==> config.mk <==
export PLATFORM = sky130hd
export DESIGN_NAME = eth_frame_log_arbiter
export DESIGN_NICKNAME = d
export VERILOG_FILES = /design/src/rtl/eth_frame_log_arbiter.sv
export SDC_FILE = /design/constraint.sdc
export NUM_CORES = 1
export LEC_CHECK = 0
export CAP_MARGIN = 40
export CELL_PAD_IN_SITES_DETAIL_PLACEMENT = 1
export CELL_PAD_IN_SITES_GLOBAL_PLACEMENT = 2
export CORE_ASPECT_RATIO = 1.75
export CORE_MARGIN = 3
export CORE_UTILIZATION = 22
export CTS_CLUSTER_DIAMETER = 100
export DETAILED_ROUTE_END_ITERATION = 12
export GPL_TIMING_DRIVEN = 0
export PLACE_DENSITY_LB_ADDON = 0.1
export SYNTH_ARGS = -nofsm -noshare
export SYNTH_HDL_FRONTEND = slang
export SYNTH_SLANG_ARGS = --single-unit
==> constraint.sdc <==
create_clock -name clk -period 2.3 [get_ports clk]
set_input_delay 0.23 -clock clk [delete_from_list [all_inputs] [get_ports clk]]
set_output_delay 0.23 -clock clk [all_outputs]
set_load 0.01 [all_outputs]
==> src/rtl/eth_frame_log_arbiter.sv <==
// Two-source, packet-locked round-robin arbiter merging detector log streams
// into one registered AXI-Stream output, with per-source packet counters.
module eth_frame_log_arbiter #(
    parameter int unsigned C_AXIS_LOG_WIDTH = 64,
    parameter int unsigned C_COUNT_WIDTH    = 32
) (
    input  logic                        clk,
    input  logic                        rst,
    input  logic                        enable,

    input  logic [C_AXIS_LOG_WIDTH-1:0] s_axis_log_a_tdata,
    input  logic                        s_axis_log_a_tlast,
    input  logic                        s_axis_log_a_tvalid,
    output logic                        s_axis_log_a_tready,

    input  logic [C_AXIS_LOG_WIDTH-1:0] s_axis_log_b_tdata,
    input  logic                        s_axis_log_b_tlast,
    input  logic                        s_axis_log_b_tvalid,
    output logic                        s_axis_log_b_tready,

    output logic [C_AXIS_LOG_WIDTH-1:0] m_axis_log_tdata,
    output logic                        m_axis_log_tlast,
    output logic                        m_axis_log_tvalid,
    output logic                        m_axis_log_tdest,
    input  logic                        m_axis_log_tready,

    output logic [C_COUNT_WIDTH-1:0]    pkt_count_a,
    output logic [C_COUNT_WIDTH-1:0]    pkt_count_b,
    output logic                        busy
);

    typedef enum logic [1:0] {
        IDLE    = 2'd0,
        GRANT_A = 2'd1,
        GRANT_B = 2'd2
    } state_t;

    state_t state;
    logic   last_src;      // source that completed the most recent packet (1 = B)
    logic   out_ready_c;
    logic   accept_a_c;
    logic   accept_b_c;

    // Output register can take a beat when empty or draining this cycle
    always_comb begin
        out_ready_c         = !m_axis_log_tvalid || m_axis_log_tready;
        s_axis_log_a_tready = (state == GRANT_A) && out_ready_c;
        s_axis_log_b_tready = (state == GRANT_B) && out_ready_c;
        accept_a_c          = s_axis_log_a_tready && s_axis_log_a_tvalid;
        accept_b_c          = s_axis_log_b_tready && s_axis_log_b_tvalid;
    end

    // Arbitration FSM: grant on packet boundaries, release on accepted tlast
    always_ff @(posedge clk) begin
        if (rst) begin
            state       <= IDLE;
            last_src    <= 1'b1;
            busy        <= 1'b0;
            pkt_count_a <= '0;
            pkt_count_b <= '0;
        end else begin
            case (state)
                IDLE: begin
                    if (enable) begin
                        if (s_axis_log_a_tvalid && (!s_axis_log_b_tvalid || last_src)) begin
                            state <= GRANT_A;
                            busy  <= 1'b1;
                        end else if (s_axis_log_b_tvalid) begin
                            state <= GRANT_B;
                            busy  <= 1'b1;
                        end
                    end
                end
                GRANT_A: begin
                    if (accept_a_c && s_axis_log_a_tlast) begin
                        state       <= IDLE;
                        busy        <= 1'b0;
                        last_src    <= 1'b0;
                        pkt_count_a <= pkt_count_a + C_COUNT_WIDTH'(1);
                    end
                end
                GRANT_B: begin
                    if (accept_b_c && s_axis_log_b_tlast) begin
                        state       <= IDLE;
                        busy        <= 1'b0;
                        last_src    <= 1'b1;
                        pkt_count_b <= pkt_count_b + C_COUNT_WIDTH'(1);
                    end
                end
                default: begin
                    state <= IDLE;
                    busy  <= 1'b0;
                end
            endcase
        end
    end

    // Single output register stage; holds while stalled, clears on drain
    always_ff @(posedge clk) begin
        if (rst) begin
            m_axis_log_tvalid <= 1'b0;
            m_axis_log_tdata  <= '0;
            m_axis_log_tlast  <= 1'b0;
            m_axis_log_tdest  <= 1'b0;
        end else if (out_ready_c) begin
            m_axis_log_tvalid <= accept_a_c || accept_b_c;
            if (accept_a_c) begin
                m_axis_log_tdata <= s_axis_log_a_tdata;
                m_axis_log_tlast <= s_axis_log_a_tlast;
                m_axis_log_tdest <= 1'b0;
            end else if (accept_b_c) begin
                m_axis_log_tdata <= s_axis_log_b_tdata;
                m_axis_log_tlast <= s_axis_log_b_tlast;
                m_axis_log_tdest <= 1'b1;
            end
        end
    end

endmodule

======== Word-level counts from Yosys, hierarchy flattened ========
Cells that the tools add are included.
storage, ports and cells
  RAM bits ................................ 0
  bits in read-only memories .............. 0
  output and inout bits ................... 134
  input bits .............................. 136
  memories kept ........................... 0
  flip-flop bits (word level) ............. 135
  bits in latches ......................... 0
  logic and storage cells ................. 57
operators by class
  reductions and logical operators ........ 20
  multipliers ............................. 0
  multiplexer cells ....................... 20
  bitwise gates (word level) .............. 0
  shift operators ......................... 0
  add/sub/neg operators ................... 2
  equality and inequality tests ........... 6
  div/mod/pow operators ................... 0
  order comparisons ....................... 0
operator list
  cell                                                 count
  2-to-1 mux 64 bit                                    2
  adder 32 x 1 -> 32 bit, second input constant        2
  2-to-1 mux 1 bit                                     10
  2-to-1 mux 2 bit                                     5
  logical AND 1 bit                                    7
  one-hot mux 2 bit (3 select lines)                   1
  AND reduction 2 bit                                  3
  != test 2 x 1 -> 1 bit, second input constant        2
  AND reduction 4 bit                                  1
  nonzero test 2 bit                                   2
  logical OR 1 bit                                     3
  != test 3 bit, second input constant                 1
  one-hot mux 1 bit (3 select lines)                   1
  AND reduction 3 bit                                  1
  equality test 2 x 1 -> 1 bit, second input constant  1
  equality test 2 bit, second input constant           1
  zero test 1 bit                                      2
  zero test 2 bit                                      1
  != test 2 bit, second input constant                 1
  one-hot mux 1 bit (2 select lines)                   1

======== Longest topological paths before layout ========
  word-level depth ........................ 7
  mapped depth ............................ 7
  mapped depth without buffers ............ 6

======== Worst setup path after synthesis ========
OpenSTA, ideal clock, no wires.
  path kind ............................... flip-flop to flip-flop
  start point ............................. reg pkt_count_b[9]
  end point ............................... reg pkt_count_b[23]
  setup time .............................. 0.121 ns
  path slack .............................. 0.411 ns
  data arrival time ....................... 1.768 ns
  clock period less this slack ............ 1.889 ns
  required time ........................... 2.179 ns
  buffers on the path ..................... 0
  stages on the path, launching flop included .. 6
  path through ............................ dfxtp_1 nand4_2 nor4_1 nand3_1 nor3_1 mux2_2
on the way
  cells in the longest elaborated chain, start to end .. 1
ends and longest elaborated chain
  element                 RTL line  RTL
  start, declared         28        output logic [C_COUNT_WIDTH-1:0] pkt_count_b,
  start signal, assigned  87        pkt_count_b <= pkt_count_b + C_COUNT_WIDTH'(1);
  adder 32 x 1 -> 32 bit  87
No other way between the ends.
A chain may end at the register's enable or synchronous reset.

======== Final worst setup path ========
  start point ............................. reg pkt_count_b[2]
  end point ............................... reg pkt_count_b[30]
The elaborated chain is that of the path after synthesis.

==> metrics.md <==
| Metric | Value |
|---|---|
| Status | completed |
| First-pass GRT wire length | approximately 40 mm |
| Die height | 224 µm |
| Share of cells above drive strength 1 | 4.78% |
| Placeable Area | 0.0267 mm² |
| Avg WL per Cell | 19.2 µm |
| Post-synthesis xor/xnor area fraction | 7.31% |
| H-tree depth | 4 |
| Switching share of power | roughly 24% |
| GRT overflow | 0 |
| Top cell type's share of synthesized area | 45.1% |
| Root buf cell | clkbuf_16 |
| Synth Area in Simple Gates | 30.7% |
| Area Growth Syn to Fin | 61.5% |
| Post-synthesis cell count | 748 |
| Final Cell Area | 0.00968 mm² |
| Comb power frac | between 10% and 20% |
| CP Capture Type | flip-flop |
| DRC viols | 0 |
| CP Data Required Time | 2.67 ns |
| Period utilization | 92.6% |
| Final Max Tran Viols | 0 |
| R2R Setup Slk | 0.17 ns |
| Largest net degree at the start of global routing | 17 |
| Skew-Pair Late Insertion Delay | 0.44 ns |
| Placed instance area | about 0.0091 mm² |
| Setup Viol. Count Final | 0 |
| Seq/Total Area, Yosys | 45.1% |
| Netlist cell types | 36 |
| CTS max path bufs | 2 |
| Synth Cell Area | 0.00599 mm² |
| Avg Cell Area, Syn | between 8 and 9 µm² |
| Synth top area cells | dfxtp_1 (45%), nand2_1 (9.7%), a311oi_1 (9.4%), nor2_1 (7.8%), xor2_1 (4.8%) |
| Top post-synthesis cells by count | nand2_1 (155), dfxtp_1 (135), nor2_1 (125), a311oi_1 (64), clkbuf_1 (38) |
| CTS clk-pin slew, worst paths | 0.06 ns |
| Multiplexer share of the synthesized area | 0.188% |
| TritonCTS clock tree | done |
| Most common cell in the synthesized netlist | nand2_1 |
| R2R Path Start | pkt_count_b[2]$_SDFFE_PP0P_ |
| FF+latch count, synth | 135 |
| Via count | 6517 |
| Worst-path fanout max | 8 |
| Critical path type | flip-flop to flip-flop |
| Worst Hold Endpoint | m_axis_log_tdata[27]$_SDFFE_PP0P_ |
| # nets final | 1174 |
| WHS Path Cells | 3 |
| Hold Vio Cnt, Final | 0 |
| Hold_sp | s_axis_log_b_tdata[27] |
| Net count of the mapped netlist | 886 |
| Max Fclk | 470 MHz |
| Worst Hold Class | input port to flip-flop |
| Initial antenna violation count | 1 |
| Total die area | 0.0293 mm² |
| Final ANT Viol Nets | 0 |
| Fill cells | 3182 |
| CTS Sinks | approximately 140 |
| RR Endpoint | pkt_count_b[30]$_SDFFE_PP0P_ |
| Num CTS Buffers | 17 |
| Sequential cell fraction of total power | 42.4% |
| Dpl hpwl | 20.5 mm |
| Clock power frac | around 45% |
| Critical path startpoint category | flip-flop |
| Yosys warns | 0 |
| Row count | slightly below 80 |
| Vias in the first global route | roughly 6900 |
| Die X-Extent | 131 µm |
| Min cycle time layout | 2.13 ns |
| Total Routing Usage GR | 18.0% |
| CP arrival | about 2.5 ns |
| Drt pass-1 iters | 4 |
| Initial DRC Count | 207 |
| I/O Buffers | about 270 |
| Top cell type by total area after synthesis | dfxtp_1 |
| Worst reg-to-reg path cell count | 5 |
| Compound-cell area share of the yosys netlist | between 10% and 20% |
| VDD IR max | approximately 0.00054 V |
| Leak pwr | 0.00322 µW |
| Initial Util | 22.5% |
| Final GP Congestion | 0.767 |
| Power per Cell Area | 604 mW/mm² |
| Worst-Margin Slew | 0.671 ns |
| RSZ-0062 raised after global routing | false |
| Max-cap violations | 0 |
| Internal Power | 4430 µW |
| Final wirelength | 26.3 mm |
| Worst relative slew slack | 55.2% |
| Fraction of registers with async set/reset | 0% |
| Post-CTS Setup Repair Bufs | 0 |
| Avg Vias per Cell | between 4 and 5 |
| Clock Skew | 0.00705 ns |
| Most used DFF post-synth | dfxtp_1 |
| Adder-cell area share of the yosys netlist | 0.418% |
| Post-synth EDFFs | 0 |
| # IOs | 270 |
| Switch Pwr | between 1000 and 1500 µW |
| Largest family of logic cells by synthesized area | simple AND/OR/NAND/NOR gates |
| Final design utilization | 36.3% |
## worst max-delay path by stage
stage,start,end,slack (ns),cells past startpoint
4_1_cts,rst,m_axis_log_tdest$_SDFFE_PP0P_,0.03,5
5_1_grt,rst,pkt_count_a[2]$_SDFFE_PP0P_,0.02,5
3_5_place_dp,rst,pkt_count_b[31]$_SDFFE_PP0P_,-0.44,5
6_report,pkt_count_b[2]$_SDFFE_PP0P_,pkt_count_b[30]$_SDFFE_PP0P_,0.17,5
2_1_floorplan,pkt_count_b[9]$_SDFFE_PP0P_,pkt_count_b[23]$_SDFFE_PP0P_,0.41,5
3_3_place_gp,rst,pkt_count_b[30]$_SDFFE_PP0P_,-0.43,5
## flip-flops by register name, summed over array words and instances, names as in the netlist
signal	cells
pkt_count_a	32
m_axis_log_tdest	1
m_axis_log_tlast	1
state	2
m_axis_log_tdata	64
m_axis_log_tvalid	1
busy	1
pkt_count_b	32
last_src	1
## per-stage QoR
stage | setup WS [ns] | setup TNS (ns) | std cells | total power [µW] | hold slack, ns
3_3_place_gp | -0.430 | -40.74 | 1341 | 3280 | 0.449
3_5_place_dp | -0.441 | -40.40 | 1341 | 3280 | 0.458
5_1_grt | 0.0151 | 0 | 1371 | 6090 | 0.356
6_report | 0.171 | 0 | 1371 | 5850 | 0.363
2_1_floorplan | 0.411 | 0 | 748 | 2760 | 0.370
4_1_cts | 0.0276 | 0 | 1370 | 5940 | 0.336
## worst max-delay path, stage by stage, from the launching register on
cell      delay [ns]
dfxtp_1         0.44
nand3_1         0.21
nor4_4          0.59
nand4b_4        0.24
or4_1           0.45
a21oi_1         0.14
## per-layer routing
| metal | part of all wire [%] | track usage [%] | vias up |
|---|---|---|---|
| li1 | - | - | 3193 |
| met1 | 36 | 17.8 | 3102 |
| met2 | 54 | 33.6 | 197 |
| met3 | 7.2 | 6.68 | 25 |
| met4 | 1.9 | 6.38 | 0 |
| met5 | 0 | 0 | - |
## layout by cell type, fill, tap and decap left out, types with 15 or more instances in the layout
| cell type | n |
|---|---|
| clkbuf_16 | 17 |
| nand4_1 | 29 |
| nand3_1 | 27 |
| nand2_1 | 155 |
| a21oi_1 | 17 |
| nor3_1 | 15 |
| xor2_1 | 33 |
| clkbuf_1 | 39 |
| nor2_1 | 125 |
| a311oi_1 | 64 |
| clkdlybuf4s50_1 | 269 |
| xnor2_1 | 17 |
| dfxtp_1 | 135 |
## area by class of cell
type	count	area (µm²)	share of cell area, %
repair buffers	269	2690	27.8
clock inverters	4	45.0	0.465
well taps	324	405	4.19
inverters	9	33.8	0.349
clock buffers	25	495	5.12
flip-flops and latches	135	2700	27.9
diodes	1	2.50	0.0259
multi-input cells	556	3100	32.1
plain buffers	48	198	2.04
## power groups by stage
stage	combinational (µW)	clock, µW	sequential (µW)
finish	745	2620	2480
global route	813	2790	2490
CTS	762	2700	2480
detailed placement	756	0	2530
global placement	756	0	2530
floorplan	198	0	2560
## logic make-up after synthesis
family | Yosys count
simple gates | 405
compound gates | 98
mux | 1
buf+inv | 57
xor+xnor | 50
fa+ha+maj | 2
flops | 135
## repair_timing
action,4_1_cts,5_1_grt
resized for setup,3,12
endpoints found under the setup margin,51,64
hold endpoints to repair,0,0
hold buffers,0,0
Note: power is estimated with default switching activity, not from simulation.
==> edit 1, RTL diff (config.mk and constraints unchanged) <==
Encoding of `state_t`: now one-hot (3 bits for 3 states).
--- a/src/rtl/eth_frame_log_arbiter.sv
+++ b/src/rtl/eth_frame_log_arbiter.sv
@@ -31,6 +31,6 @@
 
-    typedef enum logic [1:0] {
-        IDLE    = 2'd0,
-        GRANT_A = 2'd1,
-        GRANT_B = 2'd2
+    typedef enum logic [2:0] {
+        IDLE    = 3'b001,
+        GRANT_A = 3'b010,
+        GRANT_B = 3'b100
     } state_t;
Behaviour: no difference found for any inputs over 4 cycles, from zero or initial values and one cycle with rst high; so few cycles prove little.
==> edit 1 against the original RTL <==
- the run now ends with negative setup slack left
- via count grew 1.5%
- final area grew 3.8%
- setup slack lost 0.24 ns
- area after synthesis grew 0.81%
- wire length grew 0.49%
- total power shrank 1.6%
- sequential cell count grew 1
- largest cell class unchanged
==> edit 1: results (changes against the original RTL) <==
mux contribution to synthesized area=0.538% (was 0.188%); clock skew=0.0113 ns (was 0.00705 ns); vias in the first global route=7,138 (was 6,934); Vias/cell=4.63 (was 4.75); layout cell share with drive strength beyond 1=8.58% (was 4.78%); DPL Wire Length=20.5 mm (about the same); outcome=complete, but fails checks (was completed); Final nets=1,186 (was 1,174); worst rel slew slack=48.5% (was 55.2%); Syn Area/Cell=7.98 um2 (was 8.01 um2); global-route wire length before repair=40.8 mm (was 40.1 mm); post-synthesis adder-cell area fraction=0.414% (was 0.418%); global-route usage over all layers=17.6% (was 18.0%); drt total wl=26.5 mm (was 26.3 mm); GPL Wtd Cong=0.754 (was 0.767); Crit-path slowest cell=or4_4 (was nor4_4); final setup violation count=2 (was 0); final setup TNS=-0.0955 ns (was 0 ns); Critical Path Max Stage Delay=0.54 ns (was 0.59 ns); Pleak=3.26 nW (was 3.22 nW); Clk Latency, worst-skew pair=0.44 ns (about the same); top post-synthesis cells by count=nand2_1, dfxtp_1, nor2_1, a311oi_1, clkbuf_1 (unchanged); Worst VDD drop=539 uV (was 545 uV); starting DRC count in detailed routing=186 (was 207); count of input and output buffers=268 (was 269); Synth Area in Compound Gates=13.5% (was 12.5%); Post-Synth XOR/XNOR Area=6.52% (was 7.31%); Final WS setup=-0.0707 ns (was 0.171 ns); Netlist cell types=37 (was 36); syn_nets=895 (was 886); synth top area cells=dfxtp_1, nand2_1, a311oi_1, nor2_1, xnor2_1 (was dfxtp_1, nand2_1, a311oi_1, nor2_1, xor2_1); failing checks=negative setup slack
[edit 1: cell types whose count changed in the layout (fill, tap and decap cells not counted), moves of 8 or more]
cell      unedited run  this run
and4_1               1         9
nand4_1             29        17
clkbuf_2             3        15
nand3_1             27        19
xnor2_1             17        38
buf_4                0         8
xor2_1              33         7
[edit 1: through the flow]
step                area [um2]  util (%)
finish                   10000      37.5
global route             10000      37.5
CTS                       9910      37.0
detailed placement        9190      34.3
global placement          9190      34.3
floorplan                 6050         -
[edit 1: final timing paths]
path	slack (ns)	start	endpoint	depth (start not counted)
max	-0.07	state[1]	pkt_count_b[27]	5
min	0.22	s_axis_log_a_tvalid	state[1]	3
max reg2reg	-0.07	state[1]	pkt_count_b[27]	5
min reg2reg	0.47	last_src	last_src	1
[edit 1: cell type report]
class / count / area [um2]
Clock buffer: 23 / 478
Fill cell: 3159 / 16700
Tap cell: 364 / 455
Inverter: 14 / 52.6
Buffer: 53 / 234
Multi-Input combinational cell: 551 / 3210
Sequential cell: 136 / 2730
Antenna cell: 3 / 7.51
Clock inverter: 9 / 145
Timing Repair Buffer: 275 / 2730
[edit 1: where the power goes]
part           switching [mW]  leakage (nW)  internal, mW
Combinational           0.136          1.85         0.251
Clock                    1.09         0.311          1.89
Sequential             0.0106          1.10          2.37
[edit 1: per-layer routing]
layer,track usage [%],share of wire (%)
met3,6.86,7.8
met1,16.9,36
met5,0,0.10
met2,33.5,54
met4,7.43,2.5
[edit 1: repair_timing]
| action | 4_1_cts | 5_1_grt |
|---|---|---|
| pin swaps | 8 | 5 |
| buffers inserted | 5 | 2 |
| resized for setup | 31 | 27 |
| endpoints found under the setup margin | 84 | 74 |
==> edit 2, RTL diff (same flow settings) <==
Without the edit above. Change the parameter `C_AXIS_LOG_WIDTH` from 64 to 56.
--- a/src/rtl/eth_frame_log_arbiter.sv
+++ b/src/rtl/eth_frame_log_arbiter.sv
@@ -3,3 +3,3 @@
 module eth_frame_log_arbiter #(
-    parameter int unsigned C_AXIS_LOG_WIDTH = 64,
+    parameter int unsigned C_AXIS_LOG_WIDTH = 56,
     parameter int unsigned C_COUNT_WIDTH    = 32
Ports: changed (resized m_axis_log_tdata, s_axis_log_a_tdata and s_axis_log_b_tdata); port bits go from 270 to 246. No check against the original RTL was run, so the function may have changed too.
==> edit 2 against the original RTL <==
- sequential cell count is 8 lower
- setup slack lost 0.072 ns
- clock skew is 0.0030 ns higher
- wire length fell by 7.0%
- final area shrank 1.9%
- cell count fell by 6.9%
- total power fell by 1.1%
- area after synthesis is 0.46% lower
- global-route usage shrank 1.0 points
- count of clock-buffer cells in the layout fell by 4
- critical endpoint is now pkt_count_a[30]
==> edit 2: results (changes against the original RTL) <==
outcome=completed (unchanged); Reg2Reg Launch Point=pkt_count_a[4] (was pkt_count_b[2]); DP Area=8800 um2 (was 9090 um2); syn_nets=795 (was 886); Worst VDD drop=525 uV (was 545 uV); FF-to-FF path depth=5 (unchanged); global-route usage over all layers=17.0% (was 18.0%); WL/cell=19.2 um (about the same); r2r setup slk=0.1 ns (was 0.17 ns); worst-path fanout max=10 (was 8); synth top area cells=dfxtp_1, mux2i_1, a211oi_1, nor2_1, mux2_2 (was dfxtp_1, nand2_1, a311oi_1, nor2_1, xor2_1); layout cell share with drive strength beyond 1=8.51% (was 4.78%); worst setup path end=pkt_count_a[30] (was pkt_count_b[30]); Cells after Synth=673 (was 748); CP startpoint=pkt_count_a[4] (was pkt_count_b[2]); final hold slack=0.341 ns (was 0.363 ns); hold endpoint=state[1] (was m_axis_log_tdata[27]); global-route wire length before repair=38.4 mm (was 40.1 mm); clk slew on worst S/H paths=0.06 ns (about the same); starting DRC count in detailed routing=147 (was 207); clock skew=0.0100 ns (was 0.00705 ns); Vias/cell=4.86 (was 4.75); worst rel slew slack=49.1% (was 55.2%); critical path arrival=2.52 ns (was 2.50 ns); Placed Cells incl. Taps=1,240 (was 1,341); Pleak=3.54 nW (was 3.22 nW); period utilization=95.7% (was 92.6%); vias in the first global route=6,713 (was 6,934); DPL Wire Length=18.5 mm (was 20.5 mm); biggest regs=m_axis_log_tdata (56), pkt_count_a (32), pkt_count_b (32) (was m_axis_log_tdata (64), pkt_count_a (32), pkt_count_b (32)); pre-CTS WS=-0.667 ns (was -0.441 ns); drt first pass iters=7 (was 4); HP Start=s_axis_log_b_tvalid (was s_axis_log_b_tdata[27]); count of input and output buffers=243 (was 269); register area share after synthesis=42.6% (was 45.1%); GPL Wtd Cong=0.731 (was 0.767); Final nets=1,061 (was 1,174); top post-synthesis cells by count=dfxtp_1, nor2_1, mux2i_1, a211oi_1, clkbuf_1 (was nand2_1, dfxtp_1, nor2_1, a311oi_1, clkbuf_1); antenna cells=0 (was 1); total number of vias=6,205 (was 6,517); initial antenna violation count=0 (was 1)
[edit 2: cell count changes after synthesis, moves of 29 or more]
| cell | delta |
|---|---|
| nand2_1 | -133 |
| mux2i_1 | +58 |
| nor2_1 | -39 |
| a211oi_1 | +56 |
| a311oi_1 | -64 |
| xor2_1 | -29 |
[edit 2: cells by family (layout without fill, tap and decap cells)]
group	after synthesis	count (layout)	synth area share, %
simple gates	260	260	23.4
compound gates	134	134	14.8
flops	127	127	42.6
mux	76	76	13.1
buf+inv	65	344	4.28
xor+xnor	9	9	1.32
fa+ha+maj	2	2	0.419
[edit 2: routing by layer]
metal	global-route usage, %	vias to the layer above	part of all wire, %
li1	-	3026	-
met1	18.0	2965	38
met2	30.0	187	52
met3	6.78	27	8.0
met4	6.04	0	1.9
met5	0	-	0
[edit 2: power breakdown]
| group | internal (mW) | switching (mW) | leakage (nW) |
|---|---|---|---|
| Sequential | 2.28 | 0.0485 | 1.03 |
| Combinational | 0.403 | 0.291 | 2.22 |
| Clock | 1.67 | 1.09 | 0.288 |
[edit 2: cell type report]
| type | count | area [um2] |
|---|---|---|
| Buffer | 52 | 219 |
| Clock buffer | 21 | 470 |
| Clock inverter | 11 | 114 |
| Fill cell | 3112 | 17200 |
| Inverter | 12 | 45.0 |
| Multi-Input combinational cell | 481 | 3220 |
| Sequential cell | 127 | 2550 |
| Tap cell | 324 | 405 |
| Timing Repair Buffer | 248 | 2470 |
[edit 2: what timing repair did]
item                                    4_1_cts  5_1_grt
endpoints found under the setup margin       72       66
hold buffers                                  0        0
gates resized for setup                       8       21
pin swaps                                     1        3
setup buffers                                 2        3
[edit 2: worst max-delay path: stages, from the launching register on]
cell and delay, ns:
dfxtp_1 0.42, nand4_1 0.19, or4_4 0.59, buf_6 0.17, nor4b_1 0.33, mux2_2 0.37
